## config.mk

```make
export PLATFORM = sky130hd
export DESIGN_NAME = teclado_ascii_fifo
export DESIGN_NICKNAME = d
export VERILOG_FILES = /design/src/rtl/teclado_ascii_fifo.sv
export SDC_FILE = /design/constraint.sdc
export NUM_CORES = 1
export LEC_CHECK = 0
export CORE_MARGIN = 1.5
export CORE_UTILIZATION = 35
export CTS_CLUSTER_SIZE = 10
export DETAILED_ROUTE_END_ITERATION = 8
export GPL_TIMING_DRIVEN = 1
export PLACE_DENSITY_LB_ADDON = 0.05
export SYNTH_ARGS = -nofsm -noshare
export SYNTH_HDL_FRONTEND = slang
export SYNTH_SLANG_ARGS = --single-unit
```

## constraint.sdc

```tcl
create_clock -name clk -period 3.6 [get_ports clk]
set_input_delay 0.36 -clock clk [delete_from_list [all_inputs] [get_ports clk]]
set_output_delay 0.36 -clock clk [all_outputs]
set_load 0.01 [all_outputs]
```

## src/rtl/teclado_ascii_fifo.sv

```systemverilog
// PS/2 set-2 scan-code decoder that translates make codes to ASCII and queues
// them in a small FIFO for a polled or interrupt-driven consumer.
module teclado_ascii_fifo #(
  parameter int unsigned DEPTH_LOG2 = 2
) (
  input  logic                  clk,
  input  logic                  reset,
  input  logic                  rx_done_tick,
  input  logic [7:0]            scan_code,
  input  logic                  DoRead,
  output logic [7:0]            ascii_code,
  output logic                  interrupt,
  output logic                  overflow,
  output logic [DEPTH_LOG2:0]   count
);

  localparam int unsigned            Depth    = 1 << DEPTH_LOG2;
  localparam logic [DEPTH_LOG2:0]    CntFull  = (DEPTH_LOG2 + 1)'(Depth);
  localparam logic [DEPTH_LOG2:0]    CntOne   = (DEPTH_LOG2 + 1)'(1);
  localparam logic [DEPTH_LOG2-1:0]  PtrOne   = DEPTH_LOG2'(1);
  localparam logic [7:0]             CodeExt  = 8'hE0;
  localparam logic [7:0]             CodeBrk  = 8'hF0;

  typedef enum logic [1:0] {StIdle, StExt, StBreak} state_e;

  state_e                  state_q, state_d;
  logic [DEPTH_LOG2-1:0]   wr_ptr_q, wr_ptr_d;
  logic [DEPTH_LOG2-1:0]   rd_ptr_q, rd_ptr_d;
  logic [DEPTH_LOG2:0]     count_q, count_d;
  logic                    overflow_q, overflow_d;
  logic [7:0]              mem_q [Depth];

  logic                    norm_hit, ext_hit;
  logic [7:0]              norm_char, ext_char;
  logic                    push, do_push, do_pop, empty, full;
  logic [7:0]              push_data;

  // Make-code translation tables
  always_comb begin
    norm_hit  = 1'b1;
    norm_char = 8'h00;
    case (scan_code)
      8'h45:   norm_char = 8'h30;
      8'h16:   norm_char = 8'h31;
      8'h1E:   norm_char = 8'h32;
      8'h26:   norm_char = 8'h33;
      8'h25:   norm_char = 8'h34;
      8'h2E:   norm_char = 8'h35;
      8'h36:   norm_char = 8'h36;
      8'h3D:   norm_char = 8'h37;
      8'h3E:   norm_char = 8'h38;
      8'h46:   norm_char = 8'h39;
      8'h5A:   norm_char = 8'h0D;
      8'h29:   norm_char = 8'h20;
      8'h76:   norm_char = 8'h1B;
      8'h43:   norm_char = 8'h69;
      8'h21:   norm_char = 8'h63;
      8'h2D:   norm_char = 8'h72;
      8'h2B:   norm_char = 8'h66;
      8'h33:   norm_char = 8'h68;
      default: norm_hit  = 1'b0;
    endcase
  end

  always_comb begin
    ext_hit  = 1'b1;
    ext_char = 8'h00;
    case (scan_code)
      8'h75:   ext_char = 8'h11;
      8'h72:   ext_char = 8'h12;
      8'h6B:   ext_char = 8'h13;
      8'h74:   ext_char = 8'h14;
      default: ext_hit  = 1'b0;
    endcase
  end

  // Prefix decoder; advances only on receiver strobes
  always_comb begin
    state_d   = state_q;
    push      = 1'b0;
    push_data = 8'h00;
    if (rx_done_tick) begin
      case (state_q)
        StIdle: begin
          if (scan_code == CodeBrk) begin
            state_d = StBreak;
          end else if (scan_code == CodeExt) begin
            state_d = StExt;
          end else begin
            push      = norm_hit;
            push_data = norm_char;
          end
        end
        StExt: begin
          if (scan_code == CodeBrk) begin
            state_d = StBreak;
          end else begin
            state_d   = StIdle;
            push      = ext_hit;
            push_data = ext_char;
          end
        end
        StBreak: state_d = StIdle;
        default: state_d = StIdle;
      endcase
    end
  end

  assign empty = (count_q == '0);
  assign full  = (count_q == CntFull);

  // A pop frees the slot a same-cycle push needs, so a full FIFO still accepts
  always_comb begin
    do_pop     = DoRead && !empty;
    do_push    = push && (!full || do_pop);
    overflow_d = overflow_q || (push && full && !do_pop);
    wr_ptr_d   = do_push ? wr_ptr_q + PtrOne : wr_ptr_q;
    rd_ptr_d   = do_pop  ? rd_ptr_q + PtrOne : rd_ptr_q;
    count_d    = count_q;
    case ({do_push, do_pop})
      2'b10:   count_d = count_q + CntOne;
      2'b01:   count_d = count_q - CntOne;
      default: count_d = count_q;
    endcase
  end

  always_ff @(posedge clk) begin
    if (!reset) begin
      state_q    <= StIdle;
      wr_ptr_q   <= '0;
      rd_ptr_q   <= '0;
      count_q    <= '0;
      overflow_q <= 1'b0;
    end else begin
      state_q    <= state_d;
      wr_ptr_q   <= wr_ptr_d;
      rd_ptr_q   <= rd_ptr_d;
      count_q    <= count_d;
      overflow_q <= overflow_d;
    end
  end

  // Storage needs no reset: the empty flag masks stale contents
  always_ff @(posedge clk) begin
    if (reset && do_push) begin
      mem_q[wr_ptr_q] <= push_data;
    end
  end

  assign ascii_code = empty ? 8'h00 : mem_q[rd_ptr_q];
  assign interrupt  = !empty;
  assign overflow   = overflow_q;
  assign count      = count_q;

endmodule
```

==> results of run 1 <==
==> metal layers <==
layer,vias up,wire [um]
met5,-,0
met4,0,78
met3,7,177
met2,54,2440
met1,915,2680
li1,938,-
==> critical path: stages <==
cell,delay [ns]
clkdlybuf4s50_1,0.60
buf_4,0.22
xor2_1,0.19
nor3_1,0.07
o311ai_1,0.53
nand2b_1,0.19
o31a_1,0.30
nor2_1,0.14
fa_1,0.44
and3_1,0.15
nand3_1,0.07
nand4_1,0.08
==> layout by cell type, fill, tap and decap left out, drive strengths merged, types with 3 or more instances in the layout <==
cell	synthesis	final
edfxtp	28	28
clkdlybuf4s50	0	23
nor2	18	18
buf	9	17
nand2b	13	13
o21ai	13	13
dfxtp	12	12
a21oi	11	11
and3	10	10
nand2	9	9
nand4	9	9
and2	9	9
nand3	7	7
mux4	7	7
inv	6	7
nor3	6	6
nor4b	5	5
clkbuf	6	5
ha	4	4
a31oi	3	3
or3	3	3
a21o	3	3
a211oi	3	3
==> power by group <==
part           switching, mW  internal [mW]  total (mW)  leakage, nW
combinational          0.147          0.167       0.314        0.595
clock                  0.162          0.209       0.371       0.0548
sequential            0.0412          0.508       0.549        0.375
==> area by class of cell <==
class / instances / area, um2
flip-flops and latches: 40 / 1080
repair buffers: 40 / 358
clock buffers: 5 / 68.8
multi-input cells: 170 / 1220
fillers: 627 / 3600
clock inverters: 3 / 46.3
inverters: 6 / 22.5
well taps: 77 / 96.3
==> sequential cells by signal, indices dropped and copies added, names as in the netlist, named ones only <==
register / flops
mem_q: 28
count: 3
rd_ptr_q: 2
state_q: 2
wr_ptr_q: 2
overflow: 1
==> kinds of logic after synthesis <==
logic type | count (synthesis) | synth area share, %
AND/OR/NAND/NOR | 106 | 26.3
AO/OA/AOI/OAI | 45 | 12.5
flip-flops | 40 | 45.0
buffers and inverters | 21 | 4.17
multiplexers | 9 | 7.40
adder cells (fa/ha/maj) | 5 | 2.92
XOR/XNOR | 4 | 1.46
other | 1 | 0.156
==> per-stage QoR <==
stage	setup slack, ns	hold slack, ns	cell area (um2)	std cells
after floorplan	0.822	0.484	2400	231
after global placement	0.0275	0.448	2780	333
after detailed placement	0.151	0.473	2780	333
after CTS	0.467	0.495	2890	341
after global routing	0.128	0.518	2890	341
final	0.431	0.490	2890	341
==> worst max-delay path by stage <==
stage / to / slack (ns) / cells after the start
floorplan: count[2] / 0.82 / 11
global placement: count[1] / 0.03 / 12
detailed placement: count[1] / 0.15 / 12
CTS: count[1] / 0.47 / 12
global route: count[1] / 0.13 / 12
finish: count[1] / 0.43 / 12
==> results by group, run 1 <==
Critical path
  – Setup crit end kind: flip-flop
  – Max FO, Critical Path: 12
  – Crit Reg-Reg Startpoint: state_q[1]
  – Flop2flop setup slack: 1.15 ns
  – Worst r2r dst: count[2]
  – Critical path launch point type: primary input
  – Critical path required time: 3.78 ns
  – Crit path DAT: 3.35 ns
  – Kind of critical path: in2reg
  – R2R depth: 10
  – Crit path launch: scan_code[3]

CTS
  – Clk sinks: 40
  – CTS resizes: 0
  – Clk pin slew, worst setup/hold paths: 0.08 ns
  – Post-CTS setup buffer count: 0
  – CTS Buf Count: 5
  – Clock buffer depth: 2
  – H-tree depth: 2
  – CTS Hold Bufs: 0
  – CTS tree: built
  – Clock root cell: clkbuf_8
  – Worst skew pair latency: 0.29 ns

Logic synthesis
  – Yosys cell types: 56
  – Area share of the largest cell type after synthesis: 35.0%
  – Most numerous cell in the Yosys netlist: edfxtp_1
  – Syn nets: 248
  – Post-synth top cells: edfxtp_1 (28), nor2_1 (18), nand2b_1 (13)
  – Synthesized area: 2400 um2
  – #FFs+latches synth: 40
  – Async S/R FF share, synth: 0%
  – Syn_area_per_cell: 10.4 um2
  – Largest cells by area after synthesis: edfxtp_1 (35%), dfxtp_1 (10%), mux4_2 (6.6%)
  – Post-synth EDFFs: 28
  – Commonest register cell after synthesis: edfxtp_1
  – Cells after Synth: 231
  – Yosys top cell by area: edfxtp_1
  – Synthesis warning total: 0
  – Sequential share of the synthesized area: 45.0%

Outcome
  – Status: complete, no violations

GRT
  – First-pass GRT wire length: 8.84 mm
  – GRT met1 Usage: 21.7%
  – Largest net degree at the start of global routing: 15
  – GRT busiest layer: met2
  – Total track usage: 15.3%
  – Antenna violations before repair: 0
  – Grt met3 use: 2.89%
  – Vias in the first global route: 1,712
  – Met2 GRT Util: 24.1%
  – Overflow after GRT: 0

STA
  – Min Tclk post-route: 3.17 ns
  – Post-route setup TNS: 0 ns
  – Clock Skew: 0.00837 ns
  – RSZ-0062 raised after global routing: no
  – Hold Violations, Final: 0
  – Period Utilization, post-route: 88.0%
  – Fmax: 0.316 GHz
  – Setup Viol. Count Final: 0
  – Worst-Margin Slew: 0.567 ns
  – Slew Viols, Final: 0
  – Slew HR: 61.6%

Worst hold path
  – Worst Hold Depth: 2
  – Worst min path class: reg2reg
  – WHS Endpoint: overflow
  – Worst Min Path Start: overflow

Detailed routing
  – Number of routed nets with antenna violations: 0
  – DRC Markers: 0
  – Post-Route WL: 5.38 mm
  – First-pass DRT Iterations: 4
  – Starting DRC count in detailed routing: 107
  – DR vias/cell: 5.61
  – Via count: 1,914
  – Routed wire per std cell: 15.8 um

Die
  – Rows: 29
  – Die Wd: 85.8 um
  – Die area: 7360 um2
  – Boundary pin count: 25
  – Die Y: 85.8 um
  – Starting Density: 36.9%
  – Core area: 6490 um2

Placed design
  – Post-DP HPWL: 4.03 mm
  – PortBufs: 23
  – RePlAce Congestion: 0.884

Final layout
  – Ratio of cells with drive above 1 in the final layout: 15.9%
  – Syn-to-layout area delta: 20.5%
  – Final Util: 44.5%
  – Antenna cells: 0
  – Nets: 280

Power and ir drop
  – Maximum vdd drop: 0.164 mV
  – Power density cells: 427 nW/um2
  – Design Power: 1.23 mW
  – Leak: 1.03 nW

Job
  – Max cap viols: 0
Note: power is estimated with default switching activity, not from simulation.
==> inputs of run 2 (changes only) <==
Settings changed: PLACE_DENSITY set to 0.61, PLACE_DENSITY_LB_ADDON 0.05 to unset, TNS_END_PERCENT set to 5.
==> run 2 against run 1 <==
Net effect:
- flip-flop and latch count did not move
- largest power group unchanged
- critical path type unchanged
- sequential power about the same
- first-iteration DRC count increased by 21%
==> results by group, run 2 (synthesis gave the netlist of run 1 again) <==
CTS
  – CTS Hold Bufs: 0
  – Clk pin slew, worst setup/hold paths: 0.08 ns
  – Post-CTS setup buffer count: 0
  – CTS Buf Count: 5
  – H-tree depth: 2
  – CTS resizes: 0
  – Worst skew pair latency: 0.29 ns
  – Clk sinks: 40
  – CTS tree: built
  – Clock root cell: clkbuf_8
  – Clock buffer depth: 2

GRT
  – Largest net degree at the start of global routing: 20
  – Total track usage: 14.9%
  – Vias in the first global route: 1,828
  – Antenna violations before repair: 0
  – First-pass GRT wire length: 8.56 mm
  – Overflow after GRT: 0

STA
  – Hold Violations, Final: 0
  – Slew HR: 38.7%
  – Slew Viols, Final: 0
  – Post-route setup TNS: 0 ns
  – Period Utilization, post-route: 82.9%
  – Setup Viol. Count Final: 0
  – Clock Skew: 0.0120 ns
  – Worst-Margin Slew: 0.907 ns
  – RSZ-0062 raised after global routing: no
  – Min Tclk post-route: 2.99 ns
  – Fmax: 0.335 GHz

Detailed routing
  – Number of routed nets with antenna violations: 0
  – First-pass DRT Iterations: 4
  – Post-Route WL: 5.01 mm
  – Via count: 1,850
  – DRC Markers: 0
  – Routed wire per std cell: 14.9 um
  – DR vias/cell: 5.49
  – Starting DRC count in detailed routing: 129

Worst hold path
  – Worst min path class: reg2reg

Placed design
  – Post-DP HPWL: 3.74 mm
  – Placement Cell Area: 2750 um2
  – PortBufs: 23
  – RePlAce Congestion: 0.858

Critical path
  – Kind of critical path: in2reg
  – CP max stage cell: or4b_2
  – Critical path, cell by cell: clkdlybuf4s50_1 -> or4b_2 -> a221oi_1 -> a41oi_1 -> nand2_1 -> o31a_1 -> nor2_1 -> fa_1 -> and3_1 -> mux2i_1 -> mux2i_1
  – Family with the most delay on the worst path: simple AND/OR/NAND/NOR gates
  – Setup crit end kind: flip-flop
  – Max FO, Critical Path: 8
  – Worst path max stage delay: 0.70 ns
  – Most common cell on crit path: mux2i_1
  – Critical path required time: 3.82 ns
  – Crit path DAT: 3.21 ns
  – Buf/Inv on CP: 1
  – Critical path launch point type: primary input

Power and ir drop
  – Maximum vdd drop: 0.178 mV
  – Leak: 1.01 nW
  – Switching Power: 0.335 mW
  – Switching share of total power: 27.7%
  – Comb pwr share: 25.1%
  – Clock power frac: 29.6%
  – Power density cells: 424 nW/um2
  – Reg power frac: 45.3%
  – Pint: 0.875 mW

Job
  – Max cap viols: 0

Die
  – Die area: 7360 um2
  – Rows: 29
  – Core area: 6490 um2
  – Die Wd: 85.8 um
  – Die Y: 85.8 um
  – Starting Density: 36.9%
  – Boundary pin count: 25

Final layout
  – Antenna cells: 0
  – Nets: 276
  – Syn-to-layout area delta: 19.0%
  – Max reg flops: 28
  – Most frequent cells in the layout: edfxtp_1 (28), clkdlybuf4s50_1 (23), nor2_1 (18)
  – Commonest non-fill, non-tap cell in the layout: edfxtp_1
  – Fin area: 2860 um2
  – Ratio of cells with drive above 1 in the final layout: 14.6%
  – Biggest register: mem_q

Outcome
  – Status: complete, no violations
run 2: area by class of cell:
type | instances | area (um2)
Multi-Input combinational cell | 170 | 1220
Clock buffer | 5 | 68.8
Inverter | 6 | 22.5
Timing Repair Buffer | 36 | 328
Tap cell | 77 | 96.3
Sequential cell | 40 | 1080
Clock inverter | 3 | 41.3
Fill cell | 622 | 3640
run 2: layer usage:
| metal | global-route usage (%) | part of all wire [%] | vias to the layer above |
|---|---|---|---|
| li1 | - | - | 934 |
| met1 | 19.7 | 48 | 874 |
| met5 | 0 | 0 | - |
| met4 | 5.43 | 0 | 0 |
| met2 | 24.0 | 48 | 42 |
| met3 | 3.37 | 3.7 | 0 |
run 2: path summary, 6_finish.rpt:
path                            slack, ns        to    startpoint  cells past startpoint
worst min register to register       0.47  overflow      overflow                      2
worst max register to register       1.15  count[2]    state_q[1]                     10
worst min-delay path                 0.47  overflow      overflow                      2
worst max-delay path                 0.61  count[2]  scan_code[5]                     11
run 2: power groups by stage:
stage | combinational (mW) | clock (mW) | sequential [mW]
2_1_floorplan | 0.209 | 0 | 0.541
3_3_place_gp | 0.305 | 0 | 0.559
3_5_place_dp | 0.305 | 0 | 0.561
4_1_cts | 0.306 | 0.367 | 0.550
5_1_grt | 0.336 | 0.392 | 0.556
6_report | 0.303 | 0.358 | 0.549
run 2: stage by stage:
step                      hold slack [ns]  utilization [%]  worst slack [ns]  instances  power, mW
after global routing                0.526             44.0             0.359        337       1.28
after detailed placement            0.461             42.3             0.299        329      0.866
after CTS                           0.481             44.0             0.602        337       1.22
after global placement              0.451             42.3             0.318        329      0.864
final                               0.474             44.0             0.615        337       1.21
after floorplan                     0.484                -             0.822        231      0.750
run 2: tightest hold or removal path, stage by stage, from the launching register on:
cell	delay (ns)
dfxtp_1	0.33
a21oi_1	0.04
nor2_1	0.07
